`config.mk`:
```
export PLATFORM = sky130hd
export DESIGN_NAME = instr_reg_scheduler
export DESIGN_NICKNAME = d
export VERILOG_FILES = /design/src/rtl/instr_register_pkg.sv /design/src/rtl/instr_reg_scheduler_arbiter.sv /design/src/rtl/instr_reg_scheduler.sv
export SDC_FILE = /design/constraint.sdc
export NUM_CORES = 1
export LEC_CHECK = 0
export CAP_MARGIN = 40
export CORE_AREA = 2 2 143 145
export CTS_BUF_LIST = sky130_fd_sc_hd__clkbuf_2
export DETAILED_ROUTE_END_ITERATION = 8
export DIE_AREA = 0 0 145 147
export GPL_TIMING_DRIVEN = 0
export PLACE_DENSITY = 0.6
export REMOVE_ABC_BUFFERS = 1
export SLEW_MARGIN = 30
export SYNTH_ARGS = -nofsm -noshare
export SYNTH_HDL_FRONTEND = slang
export SYNTH_SLANG_ARGS = --single-unit
```
`constraint.sdc`:
```
create_clock -name clk -period 3.2 [get_ports clk]
set_input_delay 0.64 -clock clk [delete_from_list [all_inputs] [get_ports clk]]
set_output_delay 0.64 -clock clk [all_outputs]
set_load 0.03 [all_outputs]
```
`src/rtl/instr_register_pkg.sv`:
```
// Shared types for the 32-entry instruction register and its write/read scheduler.
// Config macro used by the scheduler: INSTR_SCHED_FIXED_PRIO_EN.
package instr_register_pkg;

  localparam int IR_DEPTH = 32;

  typedef enum logic [2:0] {
    ZERO  = 3'd0,
    PASSA = 3'd1,
    PASSB = 3'd2,
    ADD   = 3'd3,
    SUB   = 3'd4,
    MULT  = 3'd5,
    DIV   = 3'd6,
    MOD   = 3'd7
  } opcode_t;

  typedef logic signed [31:0] operand_t;

  typedef logic [$clog2(IR_DEPTH)-1:0] address_t;

  // One extra bit so a completely full queue (IR_DEPTH) is representable.
  typedef logic [$clog2(IR_DEPTH):0] count_t;

  typedef struct packed {
    opcode_t  opc;
    operand_t op_a;
    operand_t op_b;
  } instruction_t;

  // Ring-order pointer advance; wraps DEPTH-1 -> 0 by natural overflow.
  function automatic address_t ptr_inc(input address_t ptr);
    return ptr + address_t'(1);
  endfunction

endpackage

```
`src/rtl/instr_reg_scheduler_arbiter.sv`:
```
// Write-port arbiter: round-robin after last_grant, or lowest-index-wins when
// INSTR_SCHED_FIXED_PRIO_EN is defined (last_grant is then ignored).
module rr_arbiter #(
  parameter int NUM_REQ = 2,
  parameter int LG_W    = (NUM_REQ > 1) ? $clog2(NUM_REQ) : 1
) (
  input  logic [NUM_REQ-1:0] req,
  input  logic [LG_W-1:0]    last_grant,
  output logic [NUM_REQ-1:0] grant,
  output logic [LG_W-1:0]    grant_idx,
  output logic               grant_any
);

`ifdef INSTR_SCHED_FIXED_PRIO_EN
  logic unused_last_grant;
  assign unused_last_grant = ^last_grant;

  // Scan downwards so the lowest set index is the final assignment.
  always_comb begin
    grant_idx = '0;
    grant_any = 1'b0;
    for (int i = NUM_REQ - 1; i >= 0; i--) begin
      if (req[i]) begin
        grant_idx = LG_W'(i);
        grant_any = 1'b1;
      end
    end
  end
`else
  // Offsets NUM_REQ..1 after last_grant, descending, so offset 1 wins ties.
  always_comb begin
    grant_idx = '0;
    grant_any = 1'b0;
    for (int k = NUM_REQ; k >= 1; k--) begin
      if (req[(int'(last_grant) + k) % NUM_REQ]) begin
        grant_idx = LG_W'((int'(last_grant) + k) % NUM_REQ);
        grant_any = 1'b1;
      end
    end
  end
`endif

  for (genvar gi = 0; gi < NUM_REQ; gi++) begin : g_grant
    assign grant[gi] = grant_any && (grant_idx == LG_W'(gi));
  end

endmodule

```
`src/rtl/instr_reg_scheduler.sv`:
```
// Shares the instruction register's write port among NUM_REQ requesters and walks
// read_pointer in ring order, making the register a DEPTH-deep queue.
// Config macro: INSTR_SCHED_FIXED_PRIO_EN selects fixed priority instead of round-robin.
module instr_reg_scheduler
  import instr_register_pkg::*;
#(
  parameter int NUM_REQ = 2,
  parameter int DEPTH   = IR_DEPTH
) (
  input  logic                   clk,
  input  logic                   reset,
  input  logic [NUM_REQ-1:0]     req_valid,
  input  opcode_t                req_opcode    [NUM_REQ],
  input  operand_t               req_operand_a [NUM_REQ],
  input  operand_t               req_operand_b [NUM_REQ],
  output logic [NUM_REQ-1:0]     req_ready,
  input  logic                   flush,
  output logic                   load_en,
  output address_t               write_pointer,
  output opcode_t                opcode,
  output operand_t               operand_a,
  output operand_t               operand_b,
  output address_t               read_pointer,
  input  instruction_t           instruction_word,
  output logic                   iw_valid,
  input  logic                   iw_ready,
  output instruction_t           iw_data,
  output logic [$clog2(DEPTH):0] count,
  output logic                   full,
  output logic                   empty
);

  localparam int     LG_W       = (NUM_REQ > 1) ? $clog2(NUM_REQ) : 1;
  localparam count_t FULL_COUNT = count_t'(DEPTH);

  address_t        wr_ptr_reg, wr_ptr_next;
  address_t        rd_ptr_reg, rd_ptr_next;
  count_t          count_reg,  count_next;
  logic [LG_W-1:0] last_grant;
  logic [LG_W-1:0] grant_idx;
  logic [NUM_REQ-1:0] grant;
  logic            grant_any;
  logic            allow;
  logic            write_en;
  logic            pop;

  assign full  = (count_reg == FULL_COUNT);
  assign empty = (count_reg == '0);
  assign count = count_reg;

  // Admission ignores iw_ready on purpose: a pop never frees a slot in the same cycle.
  assign allow = !full && !flush && !reset;

  rr_arbiter #(
    .NUM_REQ (NUM_REQ),
    .LG_W    (LG_W)
  ) u_arbiter (
    .req        (req_valid & {NUM_REQ{allow}}),
    .last_grant (last_grant),
    .grant      (grant),
    .grant_idx  (grant_idx),
    .grant_any  (grant_any)
  );

  assign req_ready     = grant;
  assign write_en      = |(req_valid & req_ready);
  assign load_en       = write_en;
  assign write_pointer = wr_ptr_reg;

  always_comb begin
    opcode    = req_opcode[0];
    operand_a = req_operand_a[0];
    operand_b = req_operand_b[0];
    for (int i = 1; i < NUM_REQ; i++) begin
      if (grant[i]) begin
        opcode    = req_opcode[i];
        operand_a = req_operand_a[i];
        operand_b = req_operand_b[i];
      end
    end
  end

  assign read_pointer = rd_ptr_reg;
  assign iw_valid     = !empty && !flush;
  assign iw_data      = instruction_word;
  assign pop          = iw_valid && iw_ready;

  always_comb begin
    wr_ptr_next = wr_ptr_reg;
    rd_ptr_next = rd_ptr_reg;
    count_next  = count_reg;
    if (flush) begin
      wr_ptr_next = '0;
      rd_ptr_next = '0;
      count_next  = '0;
    end else begin
      if (write_en) wr_ptr_next = ptr_inc(wr_ptr_reg);
      if (pop)      rd_ptr_next = ptr_inc(rd_ptr_reg);
      case ({write_en, pop})
        2'b10:   count_next = count_reg + count_t'(1);
        2'b01:   count_next = count_reg - count_t'(1);
        default: count_next = count_reg;
      endcase
    end
  end

  always_ff @(posedge clk or posedge reset) begin
    if (reset) begin
      wr_ptr_reg <= '0;
      rd_ptr_reg <= '0;
      count_reg  <= '0;
    end else begin
      wr_ptr_reg <= wr_ptr_next;
      rd_ptr_reg <= rd_ptr_next;
      count_reg  <= count_next;
    end
  end

`ifdef INSTR_SCHED_FIXED_PRIO_EN
  logic unused_grant_idx;
  assign last_grant       = '0;
  assign unused_grant_idx = ^grant_idx;
`else
  logic [LG_W-1:0] last_grant_reg;

  // Reset to NUM_REQ-1 so requester 0 gets first priority; kept across flush.
  always_ff @(posedge clk or posedge reset) begin
    if (reset) begin
      last_grant_reg <= LG_W'(NUM_REQ - 1);
    end else if (write_en) begin
      last_grant_reg <= grant_idx;
    end
  end

  assign last_grant = last_grant_reg;
`endif

endmodule

```
==> results of run 1 <==
[final timing paths]
path | endpoint | slack, ns | cells past startpoint | startpoint
max | operand_b[11] | -0.02 | 10 | reset
min | last_grant$_DFFE_PP1P_ | 0.55 | 2 | last_grant$_DFFE_PP1P_
max reg2reg | count[5]$_DFFE_PP0P_ | 0.44 | 11 | count[2]$_DFFE_PP0P_
min reg2reg | last_grant$_DFFE_PP1P_ | 0.55 | 2 | last_grant$_DFFE_PP1P_
max in group asynchronous | read_pointer[1]$_DFFE_PP0P_ | 2.19 | 3 | reset
min in group asynchronous | count[0]$_DFFE_PP0P_ | 0.63 | 2 | reset
[cell families (layout without fill, tap and decap cells)]
kind of cell,count (synthesis),count (layout)
buffers and inverters,80,254
muxes,71,71
and+or+nand+nor,41,43
AOI/OAI and AO/OA,19,19
DFF,17,17
xor gates and xnor gates,12,12
adders and majority gates,7,7
other,0,1
[critical path: stages]
cell	delay, ns
sky130_fd_sc_hd__clkdlybuf4s50_1	0.43
sky130_fd_sc_hd__or2_4	0.27
sky130_fd_sc_hd__nor2_4	0.13
sky130_fd_sc_hd__buf_12	0.13
sky130_fd_sc_hd__nand3_4	0.08
sky130_fd_sc_hd__buf_12	0.18
sky130_fd_sc_hd__buf_4	0.14
sky130_fd_sc_hd__buf_12	0.13
sky130_fd_sc_hd__mux2_2	0.28
sky130_fd_sc_hd__buf_2	0.18
[layer usage]
layer,track usage,wire length [um],part of all wire,vias to the layer above
met4,0.0228,101,0.0064,8
met1,0.151,6040,0.38,1248
met2,0.189,6590,0.42,254
li1,-,-,-,1159
met5,0.0705,268,0.017,-
met3,0.116,2730,0.17,14
[cells in the mapped netlist, types with 2 or more instances]
| library cell | count | share of area |
|---|---|---|
| sky130_fd_sc_hd__buf_4 | 73 | 0.23 |
| sky130_fd_sc_hd__mux2_2 | 67 | 0.31 |
| sky130_fd_sc_hd__dfrtp_1 | 16 | 0.16 |
| sky130_fd_sc_hd__nor2_1 | 13 | 0.020 |
| sky130_fd_sc_hd__xor2_1 | 8 | 0.029 |
| sky130_fd_sc_hd__ha_1 | 6 | 0.031 |
| sky130_fd_sc_hd__a21o_1 | 4 | 0.012 |
| sky130_fd_sc_hd__a21oi_1 | 4 | 0.0082 |
| sky130_fd_sc_hd__nand2_1 | 4 | 0.0062 |
| sky130_fd_sc_hd__nand4_1 | 4 | 0.010 |
| sky130_fd_sc_hd__a22o_1 | 3 | 0.011 |
| sky130_fd_sc_hd__buf_6 | 3 | 0.014 |
| sky130_fd_sc_hd__mux2i_1 | 3 | 0.012 |
| sky130_fd_sc_hd__nand2b_1 | 3 | 0.0077 |
| sky130_fd_sc_hd__nand3_1 | 3 | 0.0062 |
| sky130_fd_sc_hd__xnor2_1 | 3 | 0.011 |
| sky130_fd_sc_hd__and2_1 | 2 | 0.0051 |
| sky130_fd_sc_hd__inv_1 | 2 | 0.0031 |
| sky130_fd_sc_hd__nor3_1 | 2 | 0.0041 |
| sky130_fd_sc_hd__nor3b_1 | 2 | 0.0062 |
| sky130_fd_sc_hd__nor4b_1 | 2 | 0.0072 |
| sky130_fd_sc_hd__o21ai_0 | 2 | 0.0041 |
[report_power, final]
group | switching, uW | internal, uW
clock network | 70.5 | 28.3
logic | 663 | 609
registers | 74.5 | 267
[final cells by class]
type,instances,share of cell area
Inverter,2,0.00166
Tap cell,270,0.0746
Sequential cell,17,0.0954
Timing Repair Buffer,248,0.501
Antenna cell,1,0.000553
Multi-Input combinational cell,152,0.322
Clock inverter,1,0.00111
Clock buffer,3,0.00332
[through the flow]
stage	instances	hold slack (ns)	power (uW)	util
floorplan	169	0.504	985	-
global placement	667	0.527	1510	0.225
detailed placement	668	0.527	1510	0.226
CTS	685	0.551	1720	0.236
global route	693	0.581	1830	0.228
finish	694	0.552	1710	0.228
[repair_timing]
action                                 4_1_cts  5_1_grt
gates cloned                                 3        3
buffers inserted                            10        4
setup endpoints to repair                   75       65
resized for setup                          176      124
pin swaps                                    3        0
endpoints found under the hold margin        0        0
==> results.md, run 1 <==
Outcome:
- The run finished, with violations left.
- The final reports fail on setup timing.

Detailed routing:
- After detailed routing, the average wire length per cell comes to around 23 um.
- For this block, the initial DRC count from the detailed router was 121.
- The number of DRC violations after detailed routing is 0.
- The detailed router placed 2683 vias in this run.
- In this run the remaining antenna-violating nets after routing total 0.
- The first detailed-routing pass ran for 4 iterations.
- For this block, the routed nets add up to 15700 um of wire.
- The ratio of routed vias to standard cells is 3.87.

Timing:
- Setup slack on the critical path of the routed design comes to -0.0183 ns.
- The worst-margin pin slew is about 0.66 ns.
- The count of final setup violators is 3.
- The total count of max-transition violations in the final report is 0.
- The clock skew is 0.0130 ns.
- Adding up every negative setup slack in the final design gives -0.0375 ns.
- The post-layout minimum cycle time is 3.22 ns.
- The number of hold violations in the final report is 0.
- The relative max-transition margin is 0.560.
- The fmax is 311 MHz.
- Of the available clock period, the critical path in the final layout requires 1.01.
- Setup repair after global routing could not meet its margin everywhere.

Floorplanning:
- In this run the horizontal extent of the chip is about 150 um.
- After floorplanning, the core was divided into 52 placement rows.
- The initial utilization of the core area, before any placement, comes to 0.122.
- The area of the die is 21300 sq um.
- The height of the die is ~150 um.
- The standard cell core area is 19800 sq um.
- During I/O placement, the number of pins put on the boundary was 363.

Clock network:
- TritonCTS built the clock tree.
- The number of hold buffers added after CTS was 0.
- Counting the buffers created by CTS gives 3.
- The number of clock sinks seen by CTS is 17.
- The clock-pin slew reported for the worst setup and hold paths after clock tree synthesis is 0.16 ns.
- The level count of the clock H-tree is 1.
- The clock reaches the later pin of the worst-skew pair after 0.30 ns.
- The cell sitting at the root of the clock tree is a sky130_fd_sc_hd__clkbuf_2.
- No sink is reached through more buffers than the 2 on the longest clock path.

Final layout:
- The sequential cells in the finished layout cover a total of between 400 and 500 sq um.
- The final cell area excluding filler cells is 4530 sq um.
- In the layout the commonest cells are 157 x sky130_fd_sc_hd__clkdlybuf4s50_1, 67 x sky130_fd_sc_hd__mux2_2, 50 x sky130_fd_sc_hd__buf_2.
- The count of filler cells inserted in the layout is between 2000 and 2500.
- Of the cells placed in the final design, the portion with a size suffix greater than 1 is 0.392.
- The final layout contains between 600 and 700 nets.
- The area growth from synthesis to layout is 86.3%.
- The commonest non-fill, non-tap cell in the layout is sky130_fd_sc_hd__clkdlybuf4s50_1.
- The area of the multi-input gates is 1460 sq um.
- The register with the most flip-flops in the layout has 6 of them.

Logic synthesis:
- Counting flops and latches in the post-synthesis netlist gives 17.
- The mux share of post-synthesis cell area is 0.327.
- Of the total synthesized cell area, the portion taken by AND, OR, NAND and NOR gates is 0.104.
- The dominant synthesized flop cell is sky130_fd_sc_hd__dfrtp_1.
- The main combinational cell family by area after synthesis is multiplexers.
- Of the total synthesized cell area, the portion taken by full adders, half adders and majority gates is 0.0391.
- The number of synthesized flops with an enable pin is 0.
- The compound-cell area share of the yosys netlist came to 0.0613.
- Counting flops with an async set or reset pin after synthesis yields a share of 1.00.
- The combined area of all synthesized cells is 2430 sq um.
- After synthesis, the netlist uses 40 different library cells.
- The number of warning messages in the yosys log is 0.
- The xor and xnor area share after synthesis is 0.0463.
- Averaged over all synthesized cells, the footprint is 9.84 sq um.
- The cell count after synthesis came out at 247.
- For this run, the register share of the synthesized area comes to 0.176.

Placed design:
- The final weighted congestion in routability-driven placement is 0.731.
- The standard cell area after detailed placement is 4480 sq um.
- In this run the tool buffered the top-level ports with 228 buffer cells.
- The detailed placement HPWL is 12100 um.
- The pre-CTS setup slack is -1.21 ns.

Global routing:
- Summed over all layers, the global routing overflow is 0.
- Across every metal layer, demand over resource in global routing totals 0.135.
- The first global-routing pass estimated 20700 um of wire.
- The maximum number of pins on one net before global-route repair is 23.
- The initial antenna violation count is 1.
- The via count of the first global-routing pass came to ~2600.

Worst setup path:
- STA classifies the critical path startpoint as a primary input.
- The worst setup path is captured at an output port.
- The worst setup path is of the primary input to output port kind.
- Data arrives at the worst endpoint at 2.58 ns.
- The maximum fanout along the worst path is 8.
- Data on the critical path is required at its endpoint by 2.56 ns.

Power:
- The power density normalized to cell area is 378 nW/um^2.
- Summed over all cells, the static leakage comes to 0.00190 uW.
- VDD sags by at most 0.595 mV.

Flow run:
- The number of max-cap violations is 0.

Hold path:
- The worst min-delay path category is flip-flop to flip-flop.
Power figures use the tool's default switching activity.
==> inputs of run 2 (changes only) <==
--- a/config.mk
+++ b/config.mk
@@ -10,10 +10,12 @@
 export CTS_BUF_LIST = sky130_fd_sc_hd__clkbuf_2
 export DETAILED_ROUTE_END_ITERATION = 8
 export DIE_AREA = 0 0 145 147
-export GPL_TIMING_DRIVEN = 0
+export GPL_TIMING_DRIVEN = 1
 export PLACE_DENSITY = 0.6
+export RECOVER_POWER = 100
 export REMOVE_ABC_BUFFERS = 1
 export SLEW_MARGIN = 30
 export SYNTH_ARGS = -nofsm -noshare
 export SYNTH_HDL_FRONTEND = slang
+export SYNTH_HIERARCHICAL = 1
 export SYNTH_SLANG_ARGS = --single-unit
==> results.md, run 2 <==
Placed design:
- The standard cell area after detailed placement came to 4580 sq um (+2.3%).
- The final weighted congestion in routability-driven placement is 0.721 (-1.3%).
- The detailed placement HPWL came to 12100 um (+0.44%).
- The number of port buffers is 228 (unchanged).

Global routing:
- The via count of the first global-routing pass is 2881 (+10%).
- The initial antenna violation count was 2 (+1).
- The first-pass GRT wire length was 21000 um (+1.5%).
- The aggregate global-route resource usage came to 0.137 (+0.00246).
- The maximum number of pins on one net before global-route repair is 20 (-13%).
- The global route total overflow is 0 (unchanged).

Final layout:
- The final cell area excluding filler cells was 5270 sq um (+16%).
- The commonest non-fill, non-tap cell in the layout is sky130_fd_sc_hd__clkdlybuf4s50_1.
- The flip-flop count of the largest register, all copies and words added is 6 (unchanged).
- The post-layout utilization of the core was 0.265 (+0.0374).
- The relative area change from synthesis to final layout is 127%.
- The fraction of layout cells with a size suffix above 1 is 0.483 (+0.0907).
- The library cells used most frequently in the layout, excluding fill and tap cells, are 141 x sky130_fd_sc_hd__clkdlybuf4s50_1, 60 x sky130_fd_sc_hd__buf_6, 43 x sky130_fd_sc_hd__buf_4.
- The count of filler cells inserted in the layout came to 2117 (-4.1%).
- The number of nets in the layout is 660 (+3.4%).

Worst setup path:
- The maximum fanout along the worst path came to 7 (-1).
- The critical path capture point type is an output port.
- The worst-case register-to-register setup slack is -0.20 ns (-0.64 ns).
- The endpoint identified for the worst register-to-register timing path is count[5]$_DFFE_PP0P_.
- The critical path required time was 2.56 ns (about the same).
- Walking the worst path, the cells encountered are or4_4 -> nor3b_4 -> nor3_2 -> and2_4 -> a21boi_4 -> buf_8 -> bufbuf_16 -> mux2_2 -> buf_6.
- The startpoint type of the worst setup path is a flip-flop.
- The stage delay of the slowest cell on the critical path is 0.56 ns (+0.13 ns).
- The depth of the most critical reg-to-reg path came to 15 (+4).
- The arrival time reported for the critical path endpoint is 2.81 ns (+0.23 ns).
- On the critical path, the stage with the largest delay is an instance of sky130_fd_sc_hd__or4_4.
- The startpoint-to-endpoint class of the critical path is flip-flop to output port.
- In this run the critical register-to-register path is launched from count[0]$_DFFE_PP0P_.

Floorplanning:
- The number of placed I/O pins came to 363 (unchanged).
- The cell row count is 52 (unchanged).
- The standard cell core area was 19800 sq um (unchanged).
- The initial cell density of the core is 0.117 (-0.00567).
- The area of the die is 21300 sq um (unchanged).
- The height of the die is 147 um (unchanged).
- The horizontal die dimension is 145 um (unchanged).

Clock network:
- The clock-pin slew reported for the worst setup and hold paths after clock tree synthesis was 0.17 ns (about the same).
- The clock root buffer is sky130_fd_sc_hd__clkbuf_2.
- The number of clock sinks seen by CTS was 17 (unchanged).
- TritonCTS built the clock tree.
- The level count of the clock H-tree is 1 (unchanged).
- The buffer levels on the longest clock path was 2 (unchanged).
- The number of buffers inserted for hold repair after clock tree synthesis is 0 (unchanged).
- The total clock buffers created by CTS is 3 (unchanged).
- The later-pin clock latency in the skew report is 0.31 ns (about the same).

Timing:
- The relative max-transition margin is 0.566 (+0.00580).
- The number of hold violations in the final report was 0 (unchanged).
- The post-layout minimum cycle time is 3.45 ns (+0.231 ns).
- Setup repair after global routing could not meet its margin everywhere.
- The count of final setup violators is 69 (+66).
- The total count of max-transition violations in the final report is 0 (unchanged).
- The clock skew is 0.0114 ns (-0.00166 ns).
- The final worst-path setup slack is -0.249 ns (-0.231 ns).
- The worst-margin pin slew was 0.651 ns (-0.00942 ns).
- The post-route clock period utilization was 1.08 (+0.0721).
- The fmax is 290 MHz (-6.7%).

Detailed routing:
- The aggregate routed wire length was 15900 um (+1.1%).
- The ratio of routed vias to standard cells came to 3.81 (-1.5%).
- The mean routed wirelength per cell is 22.1 um (-2.4%).
- The final antenna-violating net count is 0 (unchanged).
- The number of iterations in the first detailed-routing pass is 4 (unchanged).
- The initial detailed-routing violation count is 68 (-44%).
- The number of DRC violations after detailed routing is 0 (unchanged).
- The number of vias after detailed routing was 2738 (+2.0%).

Power:
- The power density normalized to cell area is 409 nW/um^2 (+8.1%).
- The maximum resistive drop on vdd is 0.166 mV (-72%).
- The total power draw is 2150 uW (+26%).
- The leakage power summed over all cells was 0.00227 uW (+19%).

Outcome:
- The final reports fail on setup timing.
- The run finished, with violations left.

Logic synthesis:
- The number of warning messages in the yosys log is 6 (+6).
- The number of instances in the synthesized netlist is 241 (-2.4%).
- The combined area of all synthesized cells was 2320 sq um (-4.6%).
- The per-instance average area after synthesis is 9.62 sq um (-2.3%).

Hold path:
- The launch instance of the worst min-delay path is read_pointer[4]$_DFFE_PP0P_.
- The worst min-delay path category is flip-flop to flip-flop.
- The worst-case hold path end point is read_pointer[4]$_DFFE_PP0P_.
- The cell count of the worst hold path is 2 (unchanged).

Flow run:
- The number of max-cap violations is 0 (unchanged).
-- run 2: changes by cell type in the layout (fill, tap and decap cells not counted), moves of 5 or more --
cell,before,now
sky130_fd_sc_hd__buf_6,1,60
sky130_fd_sc_hd__buf_2,50,1
sky130_fd_sc_hd__mux2_4,0,40
sky130_fd_sc_hd__mux2_2,67,28
sky130_fd_sc_hd__buf_4,13,43
sky130_fd_sc_hd__dlygate4sd3_1,0,17
sky130_fd_sc_hd__clkdlybuf4s50_1,157,141
sky130_fd_sc_hd__dlygate4sd2_1,14,0
sky130_fd_sc_hd__buf_8,0,5
-- run 2: final cells by class --
class	count	area, sq um	share of cell area
clock inverter	1	5.00	0.000950
antenna	4	10.0	0.00190
inverter	2	7.51	0.00143
sequential	17	427	0.0810
multi-input combinational	144	1580	0.299
clock buffer	3	15.0	0.00285
timing repair buffer	278	2890	0.548
tap	270	338	0.0641
-- run 2: through the flow --
step | hold WS, ns | setup slack [ns] | std cells | TNS, ns
2_1_floorplan | 0.565 | -7.17 | 163 | -506.74
3_3_place_gp | 0.523 | -0.537 | 688 | -29.13
3_5_place_dp | 0.535 | -0.529 | 688 | -28.85
4_1_cts | 0.575 | -0.369 | 715 | -18.07
5_1_grt | 0.584 | -0.412 | 715 | -24.94
6_report | 0.558 | -0.249 | 719 | -13.65
-- run 2: worst max path at each step --
stage	endpoint	slack, ns	cells past startpoint	startpoint
after detailed placement	operand_a[0]	-0.53	7	flush
after global routing	operand_b[1]	-0.41	10	count[0]$_DFFE_PP0P_
final	operand_b[21]	-0.25	9	count[0]$_DFFE_PP0P_
after CTS	operand_b[1]	-0.37	11	count[3]$_DFFE_PP0P_
after global placement	operand_a[4]	-0.54	7	flush
after floorplan	count[5]$_DFFE_PP0P_	-7.17	13	count[0]$_DFFE_PP0P_
-- run 2: power by group --
part | internal [uW] | total (uW) | leakage (uW) | switching, uW
Combinational | 932 | 1770 | 0.00202 | 836
Clock | 28.3 | 97.0 | 0.0000164 | 68.7
Sequential | 257 | 288 | 0.000230 | 31.3
Total | 1220 | 2150 | 0.00227 | 936
-- run 2: critical path, delay by kind of cell, from the launching register on --
family / cells / cell delay [ns]
AOI/OAI and AO/OA: 1 / 0.19
buffers and inverters: 3 / 0.55
and+or+nand+nor: 4 / 1.03
muxes: 1 / 0.34
DFF: 1 / 0.40
-- run 2: repair_timing --
item                                    in CTS  in global routing
setup buffers                               18                  1
endpoints found under the hold margin        0                  0
endpoints found under the setup margin      73                 73
pin swaps                                    9                 13
gates cloned                                 5                  1
gates resized for setup                    367                 78
-- run 2: metal layers --
metal / global-route usage / up-vias / wire length (um) / share of wire
met1: 0.165 / 1258 / 6560 / 0.41
met4: 0.0144 / 4 / 78 / 0.0049
met5: 0.0864 / - / 138 / 0.0087
met3: 0.118 / 11 / 2920 / 0.18
met2: 0.181 / 277 / 6220 / 0.39
li1: - / 1188 / - / -
